`config.mk`:
```
export PLATFORM = sky130hd
export DESIGN_NAME = adc_spi_reader_flat
export DESIGN_NICKNAME = d
export VERILOG_FILES = /design/src/rtl/adc_spi_reader_pkg.sv /design/src/rtl/adc_spi_reader_if.sv /design/src/rtl/adc_spi_reader_sync_2ff.sv /design/src/rtl/adc_spi_reader.sv /design/src/flat_wrapper.sv
export SDC_FILE = /design/constraint.sdc
export NUM_CORES = 1
export LEC_CHECK = 0
export BUFFER_PORTS_ARGS = -buffer_cell sky130_fd_sc_hd__clkbuf_2
export CAP_MARGIN = 20
export CORE_ASPECT_RATIO = 1.25
export CORE_MARGIN = 1.5
export CORE_UTILIZATION = 50
export DETAILED_ROUTE_END_ITERATION = 6
export PLACE_DENSITY = 0.66
export SLEW_MARGIN = 10
export SYNTH_ARGS = -nofsm -noshare
export SYNTH_HDL_FRONTEND = slang
export SYNTH_SLANG_ARGS = --single-unit
export TNS_END_PERCENT = 1
```
`constraint.sdc`:
```
create_clock -name clk -period 4.2 [get_ports clk]
set_clock_uncertainty 0.05 [all_clocks]
set_input_delay 0.63 -clock clk [delete_from_list [all_inputs] [get_ports clk]]
set_output_delay 0.63 -clock clk [all_outputs]
set_load 0.01 [all_outputs]
```
`src/rtl/adc_spi_reader_pkg.sv`:
```
// Shared types and defaults for the serial ADC reader.
// Frame states and AD7476-class word sizes.
package adc_spi_pkg;

    typedef enum logic [2:0] {
        IDLE,
        SETUP,
        LOW,
        HIGH,
        DONE,
        QUIET
    } adc_spi_state_t;

    localparam int ADC_DATA_BITS        = 12;
    localparam int ADC_LEAD_BITS_AD7476 = 4;

endpackage

```
`src/rtl/adc_spi_reader_if.sv`:
```
// Pmod SPI pins between the ADC reader and the converter.
// The reader is master; the ADC (or its model) is slave.
interface adc_spi_if;

    logic cs_n;
    logic sclk;
    logic miso;

    modport master (
        output cs_n,
        output sclk,
        input  miso
    );

    modport slave (
        input  cs_n,
        input  sclk,
        output miso
    );

endinterface

```
`src/rtl/adc_spi_reader_sync_2ff.sv`:
```
// Two-flop synchronizer for a single asynchronous input.
// Resets to 0.
module sync_2ff (
    input  logic clk,
    input  logic rst_n,
    input  logic d,
    output logic q
);

    logic r_meta;
    logic r_sync;

    always_ff @(posedge clk or negedge rst_n) begin
        if (!rst_n) begin
            r_meta <= 1'b0;
            r_sync <= 1'b0;
        end else begin
            r_meta <= d;
            r_sync <= r_meta;
        end
    end

    assign q = r_sync;

endmodule

```
`src/rtl/adc_spi_reader.sv`:
```
// SPI initiator reading one word from a 12-bit serial ADC per start.
// All pin outputs are registered from the next state.
module adc_spi_reader
    import adc_spi_pkg::*;
#(
    parameter int CLK_DIV      = 4,
    parameter int LEAD_BITS    = 0,
    parameter int DATA_BITS    = ADC_DATA_BITS,
    parameter int QUIET_CYCLES = 8
) (
    input  logic                 clk,
    input  logic                 rst_n,
    input  logic                 start,
    adc_spi_if.master            spi,
    output logic                 busy,
    output logic                 sample_valid,
    output logic [DATA_BITS-1:0] sample_data
);

    localparam int TOTAL = LEAD_BITS + DATA_BITS;
    localparam int BW    = $clog2(TOTAL + 1);
    localparam int DW    = $clog2(CLK_DIV);
    localparam int QW    = (QUIET_CYCLES > 1) ? $clog2(QUIET_CYCLES) : 1;

    localparam logic [DW-1:0] DIV_LAST  = DW'(CLK_DIV - 1);
    localparam logic [QW-1:0] Q_LAST    = QW'(QUIET_CYCLES - 1);
    localparam logic [BW-1:0] BIT_TOTAL = BW'(TOTAL);

    adc_spi_state_t r_state;
    adc_spi_state_t w_next;

    logic [DW-1:0]        r_div;
    logic [QW-1:0]        r_qcnt;
    logic [BW-1:0]        r_bit;
    logic [DATA_BITS-2:0] r_shift;
    logic                 r_cs_n;
    logic                 r_sclk;
    logic                 r_busy;
    logic                 r_valid;
    logic [DATA_BITS-1:0] r_data;

    logic                 w_miso_s;
    logic                 w_div_end;
    logic                 w_q_end;
    logic [BW-1:0]        w_bit_nxt;
    logic                 w_in_frame;
    logic                 w_cs_n;
    logic                 w_sclk;
    logic                 w_busy;
    logic                 w_valid;

    sync_2ff u_miso_sync (
        .clk   (clk),
        .rst_n (rst_n),
        .d     (spi.miso),
        .q     (w_miso_s)
    );

    assign w_div_end  = (r_div == DIV_LAST);
    assign w_q_end    = (r_qcnt == Q_LAST);
    assign w_bit_nxt  = r_bit + 1'b1;
    assign w_in_frame = (r_state == SETUP) || (r_state == LOW) || (r_state == HIGH);

    always_ff @(posedge clk or negedge rst_n) begin
        if (!rst_n) r_state <= IDLE;
        else        r_state <= w_next;
    end

    always_comb begin
        w_next = r_state;
        unique case (r_state)
            IDLE:    if (start) w_next = SETUP;
            SETUP:   if (w_div_end) w_next = LOW;
            LOW:     if (w_div_end) w_next = HIGH;
            HIGH:    if (w_div_end) w_next = (w_bit_nxt < BIT_TOTAL) ? LOW : DONE;
            DONE:    w_next = QUIET;
            QUIET:   if (w_q_end) w_next = IDLE;
            default: w_next = IDLE;
        endcase
        // Outputs look ahead one state so the pins come straight from flops.
        w_cs_n  = !((w_next == SETUP) || (w_next == LOW) || (w_next == HIGH));
        w_sclk  = (w_next != LOW);
        w_busy  = (w_next != IDLE);
        w_valid = (w_next == DONE);
    end

    always_ff @(posedge clk or negedge rst_n) begin
        if (!rst_n) begin
            r_div   <= '0;
            r_qcnt  <= '0;
            r_bit   <= '0;
            r_shift <= '0;
            r_cs_n  <= 1'b1;
            r_sclk  <= 1'b1;
            r_busy  <= 1'b0;
            r_valid <= 1'b0;
            r_data  <= '0;
        end else begin
            r_cs_n  <= w_cs_n;
            r_sclk  <= w_sclk;
            r_busy  <= w_busy;
            r_valid <= w_valid;
            r_div   <= (w_in_frame && !w_div_end) ? r_div + 1'b1 : '0;
            r_qcnt  <= (r_state == QUIET && !w_q_end) ? r_qcnt + 1'b1 : '0;
            if (r_state == IDLE && start) begin
                r_bit <= '0;
            end else if (r_state == HIGH && w_div_end) begin
                r_bit   <= w_bit_nxt;
                r_shift <= {r_shift[DATA_BITS-3:0], w_miso_s};
            end
            // Lead bits fall off the top; only the last DATA_BITS survive.
            if (r_state == HIGH && w_next == DONE)
                r_data <= {r_shift, w_miso_s};
        end
    end

    assign spi.cs_n     = r_cs_n;
    assign spi.sclk     = r_sclk;
    assign busy         = r_busy;
    assign sample_valid = r_valid;
    assign sample_data  = r_data;

endmodule
```
`src/flat_wrapper.sv`:
```
// flat-port wrapper written by rule: the top's interface ports become plain ports
module adc_spi_reader_flat import adc_spi_pkg::*;
#(
    parameter int CLK_DIV      = 4,
    parameter int LEAD_BITS    = 0,
    parameter int DATA_BITS    = ADC_DATA_BITS,
    parameter int QUIET_CYCLES = 8
)
  (clk, rst_n, start, busy, sample_valid, sample_data, spi_cs_n, spi_sclk, spi_miso);
  adc_spi_if spi_i ();
  input  logic clk;
  input  logic rst_n;
  input  logic start;
  output logic busy;
  output logic sample_valid;
  output logic [DATA_BITS-1:0] sample_data;
  output wire logic [$bits(spi_i.cs_n)-1:0] spi_cs_n;
  output wire logic [$bits(spi_i.sclk)-1:0] spi_sclk;
  input wire logic [$bits(spi_i.miso)-1:0] spi_miso;
  assign spi_cs_n = spi_i.cs_n;
  assign spi_sclk = spi_i.sclk;
  assign spi_i.miso = spi_miso;
  adc_spi_reader #(.CLK_DIV(CLK_DIV), .LEAD_BITS(LEAD_BITS), .DATA_BITS(DATA_BITS), .QUIET_CYCLES(QUIET_CYCLES)) u_core (.clk(clk), .rst_n(rst_n), .start(start), .spi(spi_i), .busy(busy), .sample_valid(sample_valid), .sample_data(sample_data));
endmodule
```
After elaboration in Yosys (flattened, before gate mapping)
Cells that the tools add are included.

Reductions and logical operators: 16. Multiplexer cells: 11. Bitwise gates (word level): 1. Eq/ne operators: 12. Add/subtract/negate cells: 3. Order comparisons: 1.

Operator list (number): $mux W3 (7); $pmux W3 S6 (1); $eq A3 B2 Y1 const B (4); $eq A3 B3 Y1 const B (4); $mux W4 (2); $eq A3 B1 Y1 const B (2); $logic_and A1 B1 Y1 (5); $add A4 B1 Y4 const B (1); $logic_or A1 B1 Y1 (4); $lt A4 B4 Y1 const B (1); $add A3 B1 Y3 const B (1); $logic_not A1 Y1 (3); $logic_not A3 Y1 (1); $ne A3 B2 Y1 const B (1); $reduce_bool A3 Y1 (1); $add A2 B1 Y2 const B (1); $eq A2 B2 Y1 const B (1); $mux W2 (1); $reduce_and A2 Y1 (1); $reduce_bool A2 Y1 (1); $not A1 Y1 (1).

Word-level logic and storage cells: 56. Output and inout port bits: 16. Register bits after elaboration: 41.

Logic depth before layout (Yosys ltp)
Gate-level depths: netlist of the first run.

Word-level depth: 9. Mapped depth: 7.

By module
Synthesis of the first run repeated with hierarchy kept, for this count alone.

Cells, all modules: 144. Area total of the unflattened synthesis: 1754.2 um^2.

By module, submodules not included: adc_spi_reader (cells each 142, area each 1704.1 um^2, times used 1); sync_2ff (cells each 2, area each 50.0 um^2, times used 1).

Least setup slack after synthesis of the first run
OpenSTA, ideal clock, no wires.

Path kind: register -> register. Start: register u_core.r_div[0]. End: register u_core.r_data[1], in the netlist u_core.sample_data[1]. Cell stages (with the launch flop): 8. Arrival: 1.623 ns. Path buffers: 2. Clock period less this slack: 1.798 ns. Setup slack: 2.402 ns. Cell sequence: dfrtp_1 > ha_1 > and2_4 > and3b_1 > buf_4 > o21a_4 > buf_12 > mux2_4.

Cells in the longest elaborated chain, start to end: 5. Elaborated cells between the ends (all ways): 7. Those cells by class: 2 x eq/ne; 4 x mux; 1 x reduce/logical.

RTL lines: from (decl) (RTL line adc_spi_reader.sv:32) `logic [DW-1:0] r_div;`; from (signal assigned) (RTL line adc_spi_reader.sv:103) `r_div <= (w_in_frame && !w_div_end) ? r_div + 1'b1 : '0;`; $eq A2 B2 Y1 * (RTL line adc_spi_reader.sv:59) `assign w_div_end = (r_div == DIV_LAST);`; $mux W3 (on tied branches) (RTL line adc_spi_reader.sv:75, adc_spi_reader.sv:73, adc_spi_reader.sv:74); $pmux W3 S6 * (RTL line adc_spi_reader.sv:71) `unique case (r_state)`; $eq A3 B3 Y1 *; net u_core.w_valid (RTL line adc_spi_reader.sv:50) `logic w_valid;`; $logic_and A1 B1 Y1 * (RTL line adc_spi_reader.sv:112) `if (r_state == HIGH && w_next == DONE)`; to (signal assigned) (RTL line adc_spi_reader.sv:113) `r_data <= {r_shift, w_miso_s};`; to (decl) (RTL line adc_spi_reader.sv:40) `logic [DATA_BITS-1:0] r_data;`.

The timed path passes the listed nets; every way through them passes the cells marked *. A chain may end at the register's enable or synchronous reset.

Worst setup path in the final report of the first run
Start: register u_core.r_div[0]. End: register u_core.r_data[11], in the netlist u_core.sample_data[11].

Cells in the longest elaborated chain, start to end: 5. Elaborated cells between the ends (all ways): 7. Those cells by class: 2 x eq/ne; 4 x mux; 1 x reduce/logical.

RTL lines (RTL line): $eq A2 B2 Y1 * (adc_spi_reader.sv:59); $mux W3 (on tied branches) (adc_spi_reader.sv:75, adc_spi_reader.sv:73, adc_spi_reader.sv:74); $pmux W3 S6 * (adc_spi_reader.sv:71); $eq A3 B3 Y1 * (adc_spi_reader.sv:112); $logic_and A1 B1 Y1 * (adc_spi_reader.sv:112).

Every way passes the cells marked *; elsewhere a longest branch is shown, timed or not.

==> results of run 1 <==
[where the power goes]
group / switching, mW / leakage (nW) / internal, mW
Clock: 0.126 / 0.0433 / 0.130
Combinational: 0.147 / 0.411 / 0.137
Sequential: 0.0822 / 0.533 / 0.492
[registers in the layout, indices dropped and copies added, names as in the netlist]
name	flops
u_core.u_miso_sync.r_meta	1
u_core.spi.cs_n	1
u_core.u_miso_sync.q	1
u_core.sample_data	12
u_core.r_qcnt	3
u_core.spi.sclk	1
u_core.r_shift	11
u_core.r_div	2
u_core.r_state	3
u_core.sample_valid	1
u_core.r_bit	4
u_core.busy	1
[metal layers]
layer,vias up,track usage,share of wire
li1,517,-,-
met2,22,0.2976,0.51
met3,4,0.04537,0.036
met5,-,0,0
met1,542,0.1781,0.44
met4,0,0.1159,0.014
[final timing paths]
| check | end |
|---|---|
| worst max register to register | u_core.sample_data[11] |
| worst min-delay path | u_core.r_qcnt[2] |
| worst min register to register | u_core.u_miso_sync.q |
| max in group asynchronous | u_core.r_shift[10] |
| min in group clk | u_core.u_miso_sync.q |
| worst max-delay path | u_core.sample_data[11] |
[layout by cell type, fill, tap and decap left out, drive strengths merged, types with 2 or more instances in the layout]
master / n
a21oi: 5
nor4: 2
dfstp: 2
nand2: 36
o21ai: 3
nor2: 5
dfrtp: 39
mux2: 13
nor2b: 2
o21a: 2
clkbuf: 25
nand3b: 2
ha: 4
o21bai: 2
and2: 3
[metrics by stage]
stage	utilization	setup WS [ns]	std cells
after floorplan	-	2.402	141
after global placement	0.5598	2.060	191
after detailed placement	0.5598	1.977	191
after CTS	0.5877	1.957	198
after global routing	0.5939	1.855	199
final	0.5939	1.994	199
[kinds of logic after synthesis]
kind of cell	share of synthesized area
XOR/XNOR	0.005133
AND/OR/NAND/NOR	0.1591
multiplexers	0.1034
AO/OA/AOI/OAI	0.07478
adder cells (fa/ha/maj)	0.02933
buffers and inverters	0.02566
flip-flops	0.6026
[worst max-delay path, cell delays in order, from the launching register on]
cell and delay [ns]:
dfrtp_1 0.35, ha_1 0.23, and2_4 0.19, and3b_1 0.50, o21a_4 0.38, mux2_2 0.37
[final cells by class]
cell class                      count  area [um2]
Fill cell                         298        1309
Tap cell                           37       46.29
Clock buffer                        6       82.58
Timing Repair Buffer               20       115.1
Sequential cell                    41        1028
Multi-Input combinational cell     94       634.4
Clock inverter                      1       7.507
==> flow_metrics.tcl, run 1 <==
set metrics [dict create \
    outcome "completed" \
    all_layer_gr_usage 0.1687 \
    yosys_warnings 0 \
    relative_slew_slack 0.6415 \
    dieArea_um2 3775 \
    period_share 0.5252 \
    worst_r2r_startpoint "u_core.r_div[0]" \
    synth.cell_area_um2 1707 \
    synthArstFlopShare 1.000 \
    syn_nets 149 \
    worst_setup_hold_path_clk_slew_ns 0.08 \
    synth_largest_type_area_fraction 0.5718 \
    detailedRoute.firstPassIterationCount 4 \
    yosysTopAreaCell "dfrtp_1" \
    report.final.hold_viol_count 0 \
    ys_types 36 \
    synth_seq_cells 41 \
    criticalPathCategory "register to register" \
    static-leakage-power_nw 0.9870 \
    total_negative_setup_slack_ns 0 \
    htree_num_levels 2 \
    die-height_um 68.32 \
    post_synth.cell_area_avg_um2 12.10 \
    powerDensity_nw_per_um2 582.1 \
    grt_max_degree 42 \
    timing.critical_path.fanout_max 15 \
    vias 1085 \
    vdd.ir_drop.worst_v 0.0003698 \
    wl_per_cell_um 14.23 \
    global_route.overflow_total 0 \
    worst-r2r-setup-slack_ns 1.99 \
    endpoint_required_time_on_the_critical_path_ns 4.32 \
    ctsResizeCount 0 \
    final_total_pwr_mw 1.114 \
    maxcap_violations 0 \
    hold-worst-slack_ns 0.1973 \
    number_of_enable_flip_flop_cells_after_synthesis 0 \
    numCtsBuffers 5 \
    cts.sink_count 41 \
    drt.antenna.violating_nets 0 \
    yosysMostFrequentCell "dfrtp_1" \
    core.rowCount 23 \
    initial_utilization 0.5295 \
    holdBufCountCts 0 \
    hp-class "input pin to async pin" \
    finalInstanceArea_um2 1914 \
    r2r_cells 5 \
    synth_top_cells_by_area "dfrtp_1, nand2_1, mux2_4, mux2_2, dfstp_2" \
    hpwl_mm 1.897 \
    finalWirelength_mm 2.832 \
    fin_nets 170 \
    cts_buffer_depth 2 \
    achievable-frequency_mhz 453.3 \
    tightest_slew_ns 0.5361 \
    boundaryPins 20 \
    die_w_um 55.26 \
    layout-drive-gt1-share 0.2840 \
    post-route-min-period_ns 2.206 \
    first_global_vias 1111 \
    crit_start "u_core.r_div[0]" \
    critical_path.startpoint_type "register" \
    grt_pass1_wl_mm 4.747 \
    rsz0062_at_grt "false" \
    drv_slew 0 \
    initial_antenna_violation_count 0 \
    route.detailed.drc 0 \
    buffer_ports.inserted 19 \
    dr.first_iter.drc_count 19 \
    worst_path_arrival_time_ns 2.32 \
    cts_setup_buffers 0 \
    cts.root.buffer_cell "clkbuf_8" \
    setup_viol_count_final 0 \
    placedInstanceArea_um2 1804 \
    placeableCoreArea_um2 3223 \
    yosys_most_used_dff "dfrtp_1" \
    most_used_standard_cells_in_the_synthesized_netlist "dfrtp_1, nand2_1, mux2_4" \
    clk-insertion-delay-late_ns 0.29 \
    layout_stage_area_growth_over_the_synthesis_result_pct 12.17 \
    synth_seq_area_share 0.6026 \
    via_density_per_instance 5.452 \
    routabilityCongestion 0.7068 \
    timing.critical_path.to_type "register" \
    insertedDiodeCount 0 \
    cts_tree "built" \
    synthCells 141 \
]
(Power assumes the default switching activity.)
==> run 2, diff against run 1 <==
--- a/config.mk
+++ b/config.mk
@@ -11,7 +11,7 @@
 export CORE_MARGIN = 1.5
 export CORE_UTILIZATION = 50
 export DETAILED_ROUTE_END_ITERATION = 6
-export PLACE_DENSITY = 0.66
+export PLACE_DENSITY = 0.69
 export SLEW_MARGIN = 10
 export SYNTH_ARGS = -nofsm -noshare
 export SYNTH_HDL_FRONTEND = slang
==> constraint.sdc (replaced) <==
create_clock -name clk -period 2 [get_ports clk]
set_clock_uncertainty 0.05 [all_clocks]
set_input_delay 0.3 -clock clk [delete_from_list [all_inputs] [get_ports clk]]
set_output_delay 0.3 -clock clk [all_outputs]
set_load 0.01 [all_outputs]
==> run 2 against run 1 <==
  * Combinational power is 140% higher
  * Die area is the same
  * Sequential power rose by 110%
  * Largest power group unchanged
  * Cell area grew 2.1%
  * Critical endpoint is now u_core.sample_data[10]
  * Total power grew 120%
  * Non-clock buffer count is 5 higher
==> flow_metrics.tcl, run 2 (same netlist as run 1, synthesis figures left out) <==
set metrics [dict create \
    dieArea_um2 3775 \
    clk-insertion-delay-late_ns 0.29 \
    finalWirelength_mm 3.064 \
    layout_stage_area_growth_over_the_synthesis_result_pct 14.52 \
    boundaryPins 20 \
    cts_tree "built" \
    fin_cells 206 \
    fin_nets 176 \
    total_negative_setup_slack_ns 0 \
    numCtsBuffers 5 \
    die-height_um 68.32 \
    placedInstanceArea_um2 1842 \
    hpwl_mm 2.075 \
    first_global_vias 1091 \
    critical_path.startpoint_type "register" \
    layout_setup_ws_ns 0.1808 \
    grt_max_degree 31 \
    vias 1080 \
    period_share 0.9096 \
    endpoint_required_time_on_the_critical_path_ns 2.13 \
    crit_slowest_cell "dfrtp_1" \
    placeableCoreArea_um2 3223 \
    global_route.overflow_total 0 \
    htree_num_levels 2 \
    largest_reg_flops 12 \
    relative_slew_slack 0.7316 \
    die_w_um 55.26 \
    insertedDiodeCount 0 \
    achievable-frequency_mhz 549.7 \
    via_density_per_instance 5.243 \
    route.detailed.drc 0 \
    routabilityCongestion 0.7436 \
    timing.critical_path.to_type "register" \
    cts_buffer_depth 2 \
    drt.antenna.violating_nets 0 \
    core.rowCount 23 \
    min_delay_path_depth 1 \
    worst_path_arrival_time_ns 1.94 \
    all_layer_gr_usage 0.1871 \
    tightest_slew_ns 0.3990 \
    mostFrequentLayoutCells "dfrtp_1, nand2_1, clkbuf_2" \
    finalInstanceArea_um2 1954 \
    maxcap_violations 0 \
    vdd.ir_drop.worst_v 0.0007695 \
    setup_viol_count_final 0 \
    outcome "completed" \
    rsz0062_at_grt "false" \
    levels_on_crit_path 5 \
    hp-class "input pin to register" \
    powerDensity_nw_per_um2 1228 \
    buffer_ports.inserted 19 \
    initial_antenna_violation_count 0 \
    report.final.hold_viol_count 0 \
    crit_buf_inv 0 \
    worst_setup_hold_path_clk_slew_ns 0.07 \
    cts.sink_count 41 \
    layout-drive-gt1-share 0.3018 \
    r2r_cells 5 \
    numPlacedInstances 196 \
    post-route-min-period_ns 1.819 \
    multi_input_gate_area_um2 646.9 \
    seq_area_um2 1028 \
    series_of_cell_instances_along_the_critical_path "ha_1, nand2b_1, a21oi_2, o21a_4, mux2_2" \
    cts.root.buffer_cell "clkbuf_8" \
    dr.first_iter.drc_count 32 \
    crit_path_max_incr_delay_ns 0.44 \
    initial_utilization 0.5295 \
    drv_slew 0 \
    place_worst_setup_slack_ns 0.1194 \
    static-leakage-power_nw 1.012 \
    timing.critical_path.fanout_max 8 \
    detailedRoute.firstPassIterationCount 4 \
    layout.cells.most_common "dfrtp_1" \
    criticalPathCategory "register to register" \
    final_total_pwr_mw 2.401 \
    grt_pass1_wl_mm 5.271 \
    filler_cell_count 276 \
    wl_per_cell_um 14.87 \
    critical-path-top-delay-family "flip-flops" \
]
[run 2: path summary, 6_finish.rpt]
| kind | startpoint | to | slack [ns] |
|---|---|---|---|
| max | u_core.r_bit[0] | u_core.sample_data[10] | 0.18 |
| min | spi_miso | u_core.u_miso_sync.r_meta | 0.06 |
| max reg2reg | u_core.r_bit[0] | u_core.sample_data[10] | 0.18 |
| min reg2reg | u_core.u_miso_sync.r_meta | u_core.u_miso_sync.q | 0.31 |
| max in group asynchronous | rst_n | u_core.spi.cs_n | 0.82 |
| min in group asynchronous | rst_n | u_core.r_state[1] | 0.38 |
[run 2: stage by stage]
| stage | utilization | hold WS, ns |
|---|---|---|
| after global placement | 0.5714 | 0.1433 |
| after detailed placement | 0.5714 | 0.1513 |
| after CTS | 0.6025 | 0.04912 |
| after global routing | 0.6064 | 0.04129 |
| final | 0.6064 | 0.06206 |
| after floorplan | - | -0.04559 |
[run 2: layout make-up]
cell class                      count  share of cell area
Timing Repair Buffer               25             0.07298
Sequential cell                    41              0.5263
Clock buffer                        8             0.04609
Multi-Input combinational cell     95              0.3310
Tap cell                           37             0.02369
[run 2: timing repair]
action                                 CTS  global route
hold buffers                             1             0
endpoints found under the hold margin   10             0
setup buffers                            0             0
gates resized for setup                  0             1
setup endpoints to repair                0             3
[run 2: where the power goes]
part	switching, mW	leakage (nW)	internal (mW)
sequential	0.157	0.533	1.03
combinational	0.349	0.433	0.320
clock	0.260	0.0455	0.281
[run 2: metal layers]
metal  vias up  track usage  part of all wire  routed length (um)
met2        20       0.3125              0.51                1570
met4         0      0.09146             0.019                  59
met1       524       0.2221              0.43                1313
met5         -            0                 0                   0
met3         6      0.05860             0.039                 120
li1        530            -                 -                   -
==> run 3, diff against run 2 <==
--- a/config.mk
+++ b/config.mk
@@ -9,9 +9,9 @@
 export CAP_MARGIN = 20
 export CORE_ASPECT_RATIO = 1.25
 export CORE_MARGIN = 1.5
-export CORE_UTILIZATION = 50
+export CORE_UTILIZATION = 38
 export DETAILED_ROUTE_END_ITERATION = 6
-export PLACE_DENSITY = 0.69
+export PLACE_DENSITY = 0.54
 export SLEW_MARGIN = 10
 export SYNTH_ARGS = -nofsm -noshare
 export SYNTH_HDL_FRONTEND = slang
==> run 3 against run 2 <==
  * Clock power is 18% higher
  * Sequential cell count stayed put
  * Cell area is 1.6% higher
  * Largest power group unchanged
  * Register-to-register slack worse by 0.04 ns
  * Routed wire length is 3.7% lower
  * Global-route usage is 5.5 points lower
==> flow_metrics.tcl, run 3 (same netlist as run 1, synthesis figures left out) <==
set metrics [dict create \
    tightest_slew_ns 0.4569 \
    endpoint_required_time_on_the_critical_path_ns 2.13 \
    crit_start "u_core.r_bit[0]" \
    timing.critical_path.to_type "register" \
    die_w_um 62.94 \
    mostFrequentLayoutCells "dfrtp_1, nand2_1, clkbuf_2" \
    timing.critical_path.fanout_max 15 \
    total_negative_setup_slack_ns 0 \
    die-height_um 77.93 \
    cts_buffer_depth 2 \
    cts_tree "built" \
    relative_slew_slack 0.6913 \
    route.detailed.drc 0 \
    dieArea_um2 4905 \
    critical_path.startpoint_type "register" \
    report.final.hold_viol_count 0 \
    worst_path_arrival_time_ns 1.99 \
    core.rowCount 27 \
    fin_nets 175 \
    p_switching_mw 0.7514 \
    series_of_cell_instances_along_the_critical_path "ha_1, nand2b_1, a21oi_1, o21a_4, mux2_2" \
    initial_utilization 0.3916 \
    clk-insertion-delay-late_ns 0.29 \
    crit_path_max_incr_delay_ns 0.44 \
    dr.first_iter.drc_count 67 \
    fin_cells 226 \
    power.combinational.fraction 0.253 \
    post-route-min-period_ns 1.864 \
    detailedRoute.firstPassIterationCount 4 \
    placeableCoreArea_um2 4358 \
    finalWirelength_mm 2.950 \
    finalInstanceArea_um2 1986 \
    holdBufCountCts 1 \
    htree_num_levels 2 \
    layout_setup_ws_ns 0.1360 \
    achievable-frequency_mhz 536.5 \
    insertedDiodeCount 0 \
    powerDensity_nw_per_um2 1239 \
    switching_fraction_of_total_power 0.3055 \
    maxcap_violations 0 \
    worst_setup_hold_path_clk_slew_ns 0.08 \
    boundaryPins 20 \
    cts_setup_buffers 0 \
    routabilityCongestion 0.7373 \
    outcome "completed" \
    final_total_pwr_mw 2.460 \
    wl_per_cell_um 13.05 \
    hold-worst-slack_ns 0.06325 \
    cellInternalPower_mw 1.709 \
    worst_r2r_startpoint "u_core.r_bit[0]" \
    crit_slowest_cell "dfrtp_1" \
    finish.utilization 0.4556 \
    hp-start "spi_miso" \
    cts.sink_count 41 \
    vdd.ir_drop.worst_v 0.0005902 \
    all_layer_gr_usage 0.1323 \
    cts.root.buffer_cell "clkbuf_8" \
    layout-drive-gt1-share 0.2976 \
    largest_reg_flops 12 \
    drv_slew 0 \
    place_worst_setup_slack_ns 0.1400 \
    layout_stage_area_growth_over_the_synthesis_result_pct 16.35 \
    grt_pass1_wl_mm 5.023 \
    rsz0062_at_grt "false" \
    grt_max_degree 16 \
    numPlacedInstances 217 \
    static-leakage-power_nw 1.018 \
    initial_antenna_violation_count 0 \
    first_global_vias 1099 \
    criticalPathCategory "register to register" \
    pwr-share-clk 0.259 \
    hpwl_mm 2.112 \
    placedInstanceArea_um2 1868 \
    vias 1092 \
    via_density_per_instance 4.832 \
    drt.antenna.violating_nets 0 \
    seqPwrFrac 0.488 \
    setup_viol_count_final 0 \
    global_route.overflow_total 0 \
    numCtsBuffers 5 \
    buffer_ports.inserted 19 \
    hp-class "input pin to register" \
    ctsResizeCount 0 \
    period_share 0.9320 \
    layout.cells.most_common "dfrtp_1" \
]
[run 3: changes by cell type in the layout (fill, tap and decap cells not counted)]
cell	previous run	this run
clkinv_2	0	1
clkbuf_1	2	1
clkbuf_8	6	5
a21oi_1	4	5
a21oi_2	1	0
o21a_2	1	0
bufinv_16	0	1
[run 3: final cells by class]
class	count	area, um2
flip-flops and latches	41	1028
clock inverters	2	35.03
fillers	422	2372
repair buffers	25	142.6
multi-input cells	94	634.4
well taps	58	72.57
clock buffers	6	72.57
[run 3: final timing paths]
path / end / slack, ns / depth (start not counted)
setup / recovery: u_core.sample_data[11] / 0.14 / 5
hold / removal: u_core.u_miso_sync.r_meta / 0.06 / 1
setup reg to reg: u_core.sample_data[11] / 0.14 / 5
hold reg to reg: u_core.u_miso_sync.q / 0.30 / 0
max in group asynchronous: u_core.spi.sclk / 0.93 / 3
min in group asynchronous: u_core.sample_valid / 0.39 / 2
[run 3: power by group through the flow]
stage	Sequential (mW)	Clock (mW)	Combinational, mW
5_1_grt	1.23	0.702	0.691
2_1_floorplan	1.20	0	0.441
4_1_cts	1.20	0.664	0.640
6_report	1.20	0.638	0.622
3_3_place_gp	1.20	0	0.610
3_5_place_dp	1.22	0	0.638
[run 3: per-layer routing]
metal / part of all wire / track usage / wire length [um] / up-vias
li1: - / - / - / 527
met1: 0.44 / 0.1605 / 1309 / 541
met2: 0.50 / 0.2170 / 1485 / 19
met3: 0.039 / 0.03768 / 115 / 5
met4: 0.013 / 0.06000 / 39 / 0
met5: 0 / 0 / 0 / -
[run 3: critical path: cells and delay by family, from the launching register on]
kind | cells | cell delay (ns)
DFF | 1 | 0.44
and+or+nand+nor | 1 | 0.15
AOI/OAI and AO/OA | 2 | 0.48
muxes | 1 | 0.37
adders and majority gates | 1 | 0.26
